File: config.mk
export PLATFORM = sky130hd
export DESIGN_NAME = arb2_sel
export DESIGN_NICKNAME = d
export VERILOG_FILES = /design/src/rtl/arb2_pkg.sv /design/src/rtl/sat_cnt.sv /design/src/rtl/arb2_sel.sv
export SDC_FILE = /design/constraint.sdc
export NUM_CORES = 1
export LEC_CHECK = 0
export BUFFER_PORTS_ARGS = -buffer_cell sky130_fd_sc_hd__clkbuf_2
export CORE_ASPECT_RATIO = 0.5
export CORE_UTILIZATION = 44
export CTS_CLUSTER_SIZE = 24
export DETAILED_ROUTE_END_ITERATION = 12
export GPL_TIMING_DRIVEN = 0
export PLACE_DENSITY = 0.75
export SLEW_MARGIN = 10
export SYNTH_ARGS = -nofsm -noshare
export SYNTH_HDL_FRONTEND = slang
export SYNTH_HIERARCHICAL = 1
export SYNTH_SLANG_ARGS = --single-unit
File: constraint.sdc
create_clock -name clk -period 1.75 [get_ports clk]
set_clock_uncertainty 0.15 [all_clocks]
set_input_delay 0.175 -clock clk [delete_from_list [all_inputs] [get_ports clk]]
set_output_delay 0.175 -clock clk [all_outputs]
set_load 0.05 [all_outputs]
File: src/rtl/arb2_pkg.sv
// Shared encodings for the two-source arbiter: FSM states and source indices.
// Latency: n/a (package only).
// Backpressure: n/a (package only).
package arb2_pkg;

    typedef enum logic {
        ST_EMPTY = 1'b0,
        ST_FULL  = 1'b1
    } state_e;

    localparam logic SRC0 = 1'b0;
    localparam logic SRC1 = 1'b1;

endpackage

File: src/rtl/sat_cnt.sv
// Saturating up-counter with synchronous clear; counts accepted transfers.
// Latency: q reflects an increment one cycle after inc is sampled.
// Backpressure: none; clr wins over a simultaneous inc, holds at all-ones.
module sat_cnt #(
    parameter int CW = 8
) (
    input  logic          clk,
    input  logic          rst,
    input  logic          clr,
    input  logic          inc,
    output logic [CW-1:0] q
);

    localparam logic [CW-1:0] CNT_MAX = '1;

    logic [CW-1:0] cnt_q;
    logic [CW-1:0] cnt_d;

    // Next count: clear dominates, otherwise increment until saturated.
    always_comb begin
        cnt_d = cnt_q;
        if (clr) begin
            cnt_d = '0;
        end else if (inc && (cnt_q != CNT_MAX)) begin
            cnt_d = cnt_q + 1'b1;
        end
    end

    // Count register with synchronous reset.
    always_ff @(posedge clk) begin
        if (rst) begin
            cnt_q <= '0;
        end else begin
            cnt_q <= cnt_d;
        end
    end

    assign q = cnt_q;

endmodule

File: src/rtl/arb2_sel.sv
// Two-source round-robin arbiter into a one-word output register with source select.
// Latency: one cycle from input accept to out_valid.
// Backpressure: output held while out_ready=0; readies drop, reload same edge on drain.
module arb2_sel
    import arb2_pkg::*;
#(
    parameter int DW = 8,
    parameter int CW = 8
) (
    input  logic          clk,
    input  logic          rst,
    input  logic [DW-1:0] in0_data,
    input  logic          in0_valid,
    output logic          in0_ready,
    input  logic [DW-1:0] in1_data,
    input  logic          in1_valid,
    output logic          in1_ready,
    output logic [DW-1:0] out_data,
    output logic          out_valid,
    input  logic          out_ready,
    output logic          sel,
    input  logic          cnt_clr,
    output logic [CW-1:0] cnt0,
    output logic [CW-1:0] cnt1
);

    state_e        state_q, state_d;
    logic [DW-1:0] dat_q, dat_d;
    logic          sel_q, sel_d;
    logic          last_q, last_d;

    logic          load;
    logic          gnt_vld;
    logic          gnt_idx;

    // Arbitration: only when the output register is free or draining this edge.
    // Readies are forced low during reset so nothing is accepted or counted.
    always_comb begin
        load    = (state_q == ST_EMPTY) || out_ready;
        gnt_vld = 1'b0;
        gnt_idx = SRC0;
        if (!rst && load) begin
            if (in0_valid && in1_valid) begin
                gnt_vld = 1'b1;
                gnt_idx = ~last_q;
            end else if (in0_valid) begin
                gnt_vld = 1'b1;
                gnt_idx = SRC0;
            end else if (in1_valid) begin
                gnt_vld = 1'b1;
                gnt_idx = SRC1;
            end
        end
        in0_ready = gnt_vld && (gnt_idx == SRC0);
        in1_ready = gnt_vld && (gnt_idx == SRC1);
    end

    // Next state: load the granted word, drain to EMPTY, or hold under backpressure.
    always_comb begin
        state_d = state_q;
        dat_d   = dat_q;
        sel_d   = sel_q;
        last_d  = last_q;
        if (gnt_vld) begin
            dat_d   = (gnt_idx == SRC1) ? in1_data : in0_data;
            sel_d   = gnt_idx;
            last_d  = gnt_idx;
            state_d = ST_FULL;
        end else if (load) begin
            state_d = ST_EMPTY;
        end
    end

    // Output register and FSM state; reset discards any pending word.
    always_ff @(posedge clk) begin
        if (rst) begin
            state_q <= ST_EMPTY;
            dat_q   <= '0;
            sel_q   <= SRC0;
            last_q  <= SRC1;
        end else begin
            state_q <= state_d;
            dat_q   <= dat_d;
            sel_q   <= sel_d;
            last_q  <= last_d;
        end
    end

    assign out_valid = (state_q == ST_FULL);
    assign out_data  = dat_q;
    assign sel       = sel_q;

    sat_cnt #(.CW(CW)) u_cnt0 (
        .clk (clk),
        .rst (rst),
        .clr (cnt_clr),
        .inc (in0_ready),
        .q   (cnt0)
    );

    sat_cnt #(.CW(CW)) u_cnt1 (
        .clk (clk),
        .rst (rst),
        .clr (cnt_clr),
        .inc (in1_ready),
        .q   (cnt1)
    );

endmodule

==> qor.csv <==
stage;metric;value;unit
outcome;outcome;completed;
sta;Slew @ Worst Pin;530;ps
worst_setup_path;CP cell instances;nand2b_4 > and4b_4 > buf_12 > nand3_4 > or4_1 > and3_1;
worst_setup_path;max incr delay on CP;390;ps
route;DRC viols;0;
synthesis;cell taking the most area after synthesis;dfxtp_1;
synthesis;Yosys warnings;6;
cts;H-tree Lvls;1;
synthesis;share of synthesized registers carrying an async set or reset;0;%
pwr;LEAKAGE;0.852;nW
placement;gpl congestion;0.810;
synthesis;Post-Syn Instances;148;
cts;clock sinks;27;
worst_setup_path;startpoint types;flop;
worst_setup_path;Crit path max-delay family;simple AND/OR/NAND/NOR gates;
pwr;sequential power share;50.7;%
cts;deepest clock path buffer count;2;
placement;DP HPWL;2350;µm
sta;Hold WS;70.0;ps
finish;# diodes;0;
sta;Final Hold Fails;0;
placement;# port buffers;49;
global_route;vias in the first global route;1353;
route;total number of vias;1445;
floorplan;Die ar.;3400;µm²
finish;layout cells sized above 1;38.3;%
global_route;largest net degree at the start of global routing;17;
synthesis;syn nets;172;
sta;setup TNS;0;ps
synthesis;synth top area cells;dfxtp_1 (39%), a21oi_1 (6.8%), a221o_1 (5.8%), mux2i_1 (5.8%), nand2b_1 (4.0%);
floorplan;die height;41.8;µm
placement;placed insts;234;
flow_run;max-cap violations;0;
pwr;Worst VDD drop;0.356;mV
finish;Finished Core Util;72.2;%
synthesis;FF+latch count, synth;27;
floorplan;I/O pin cnt;50;
floorplan;Rows;13;
placement;Setup WS pre-CTS;-189;ps
worst_setup_path;critical path class;reg -> reg;
floorplan;die width;81.5;µm
synthesis;Top FF cell, synth;dfxtp_1;
worst_setup_path;slowest stage cell, crit path;or4_1;
synthesis;Unique masters post-synth;32;
synthesis;syn avg cell area;9.40;µm²
sta;final slew viol count;0;
synthesis;post-synth top area share;38.8;%
finish;Nets;247;
pwr;Internal;912;µW
worst_setup_path;CP endpoint kind;flop;
route;WL per Instance;14.5;µm
worst_setup_path;crit path max fanout;10;
synthesis;top cells by count, synth;dfxtp_1 (27), a21oi_1 (19), nand2_1 (13);
sta;fin worst setup slack;21.3;ps
pwr;Clk pwr share;27.5;%
pwr;switching power;375;µW
cts;CTS root buf;clkbuf_8;
pwr;Power Dens Cells;637;nW/µm²
worst_setup_path;WP data arrival;1750;ps
pwr;Logic pwr share;21.8;%
worst_hold_path;Hold Crit Class;in -> reg;
cts;CTS clk-pin slew, worst paths;90;ps
synthesis;sequential area share after synthesis;38.8;%
route;remaining antenna violation count;0;
global_route;global route overflow;0;
cts;Worst-Skew Late Latency;270;ps
finish;FILL cells;208;
finish;multi-input logic area;857;µm²
sta;RSZ-0062 raised after global routing;yes;
sta;fin crit share;98.8;%
worst_setup_path;CP required;1770;ps
global_route;Overall Global Routing Usage;22.9;%
sta;minimum clock period after layout;1730;ps
sta;fmax;0.578;GHz
global_route;first-pass GRT wire length;6000;µm
synthesis;most frequent cell after synthesis;dfxtp_1;
sta;# setup viols final;0;
finish;Register Area;551;µm²
route;final wirelength;3760;µm
floorplan;core box area;2800;µm²
floorplan;initial core utilization;49.7;%
route;Pre-antenna DRT Iters;6;
route;Initial DRC Count;66;
pwr;Net Sw Frac;29.1;%
global_route;initial antenna violation count;0;
synthesis;synthesized area;1390;µm²
worst_setup_path;worst path bufs/invs;1;
sta;Worst slew margin;64.5;%
cts;CTS buffer count;3;
finish;final std cells w/o fill;259;
cts;CTS tree;built;
route;vias per cell;5.58;
synthesis;Post-synth EDFFs;0;
finish;P&R area growth vs syn;45.1;%
## area by class of cell
cell class | count | area share, %
Multi-Input combinational cell | 111 | 42.4
Sequential cell | 27 | 27.3
Timing Repair Buffer | 70 | 21.9
Buffer | 7 | 3.28
Tap cell | 37 | 2.29
Clock buffer | 4 | 2.23
Inverter | 3 | 0.558
## placed cells by master, fill, tap and decap left out, types with 3 or more instances in the layout
cell | synthesis | final
nand2_1 | 13 | 13
and3_1 | 6 | 4
nand4_1 | 4 | 4
clkbuf_8 | 0 | 3
clkbuf_2 | 0 | 49
buf_4 | 2 | 7
a21oi_1 | 19 | 19
a221o_1 | 8 | 8
nand2b_1 | 9 | 9
mux2i_1 | 8 | 8
nor2_1 | 3 | 3
dlygate4sd3_1 | 0 | 16
nand3_1 | 5 | 3
dfxtp_2 | 0 | 5
clkbuf_1 | 3 | 4
or3_1 | 6 | 6
inv_1 | 3 | 3
dfxtp_1 | 27 | 21
a21boi_2 | 2 | 4
## registers in the layout, indices dropped and copies added, names as in the netlist
signal     flops
out_data       8
last_q         1
u_cnt1/q       8
sel            1
out_valid      1
u_cnt0/q       8
## cells by family after synthesis
kind of cell	after synthesis	synth area share (%)
AND/OR/NAND/NOR	60	26.3
AO/OA/AOI/OAI	41	23.4
flip-flops	27	38.8
buffers and inverters	10	3.87
multiplexers	8	5.76
adder cells (fa/ha/maj)	2	1.80
## tightest hold or removal path, cell delays in order
cell	delay [ps]
clkbuf_2	130
nand3_1	80
a21oi_1	50
## routing by layer
metal / global-route usage (%) / up-vias / part of all wire [%]
met4: 5.00 / 0 / 0.21
met5: 0 / - / 0
met3: 6.37 / 2 / 5.8
met1: 28.5 / 683 / 47
li1: - / 713 / -
met2: 39.0 / 47 / 47
## power by group through the flow
| stage | Combinational (mW) | Clock [mW] | Sequential [mW] |
|---|---|---|---|
| final | 0.281 | 0.354 | 0.652 |
| after global placement | 0.237 | 0 | 0.665 |
| after detailed placement | 0.240 | 0 | 0.666 |
| after CTS | 0.277 | 0.365 | 0.652 |
| after floorplan | 0.0913 | 0 | 0.739 |
| after global routing | 0.299 | 0.386 | 0.656 |
## through the flow
stage / power (mW) / area (µm²)
final: 1.29 / 2020
after global routing: 1.34 / 2020
after CTS: 1.29 / 1990
after detailed placement: 0.906 / 1740
after global placement: 0.902 / 1740
after floorplan: 0.830 / 1450
## path summary, 6_finish.rpt
check / startpoint / end / slack (ps) / depth (start not counted)
worst max register to register: out_valid$_SDFFE_PP0P_ / u_cnt1/q[6]$_SDFFE_PP0P_ / 20 / 6
worst min register to register: u_cnt1/q[1]$_SDFFE_PP0P_ / u_cnt1/q[1]$_SDFFE_PP0P_ / 330 / 2
worst min-delay path: in1_valid / sel$_SDFFE_PP0P_ / 70 / 3
worst max-delay path: out_valid$_SDFFE_PP0P_ / u_cnt1/q[6]$_SDFFE_PP0P_ / 20 / 6
## repair_timing
item,CTS,global route
resized for setup,2,6
pin swaps,2,2
hold buffers,16,0
setup endpoints to repair,3,6
endpoints found under the hold margin,8,0
buffers inserted,5,0
Power figures use the tool's default switching activity.
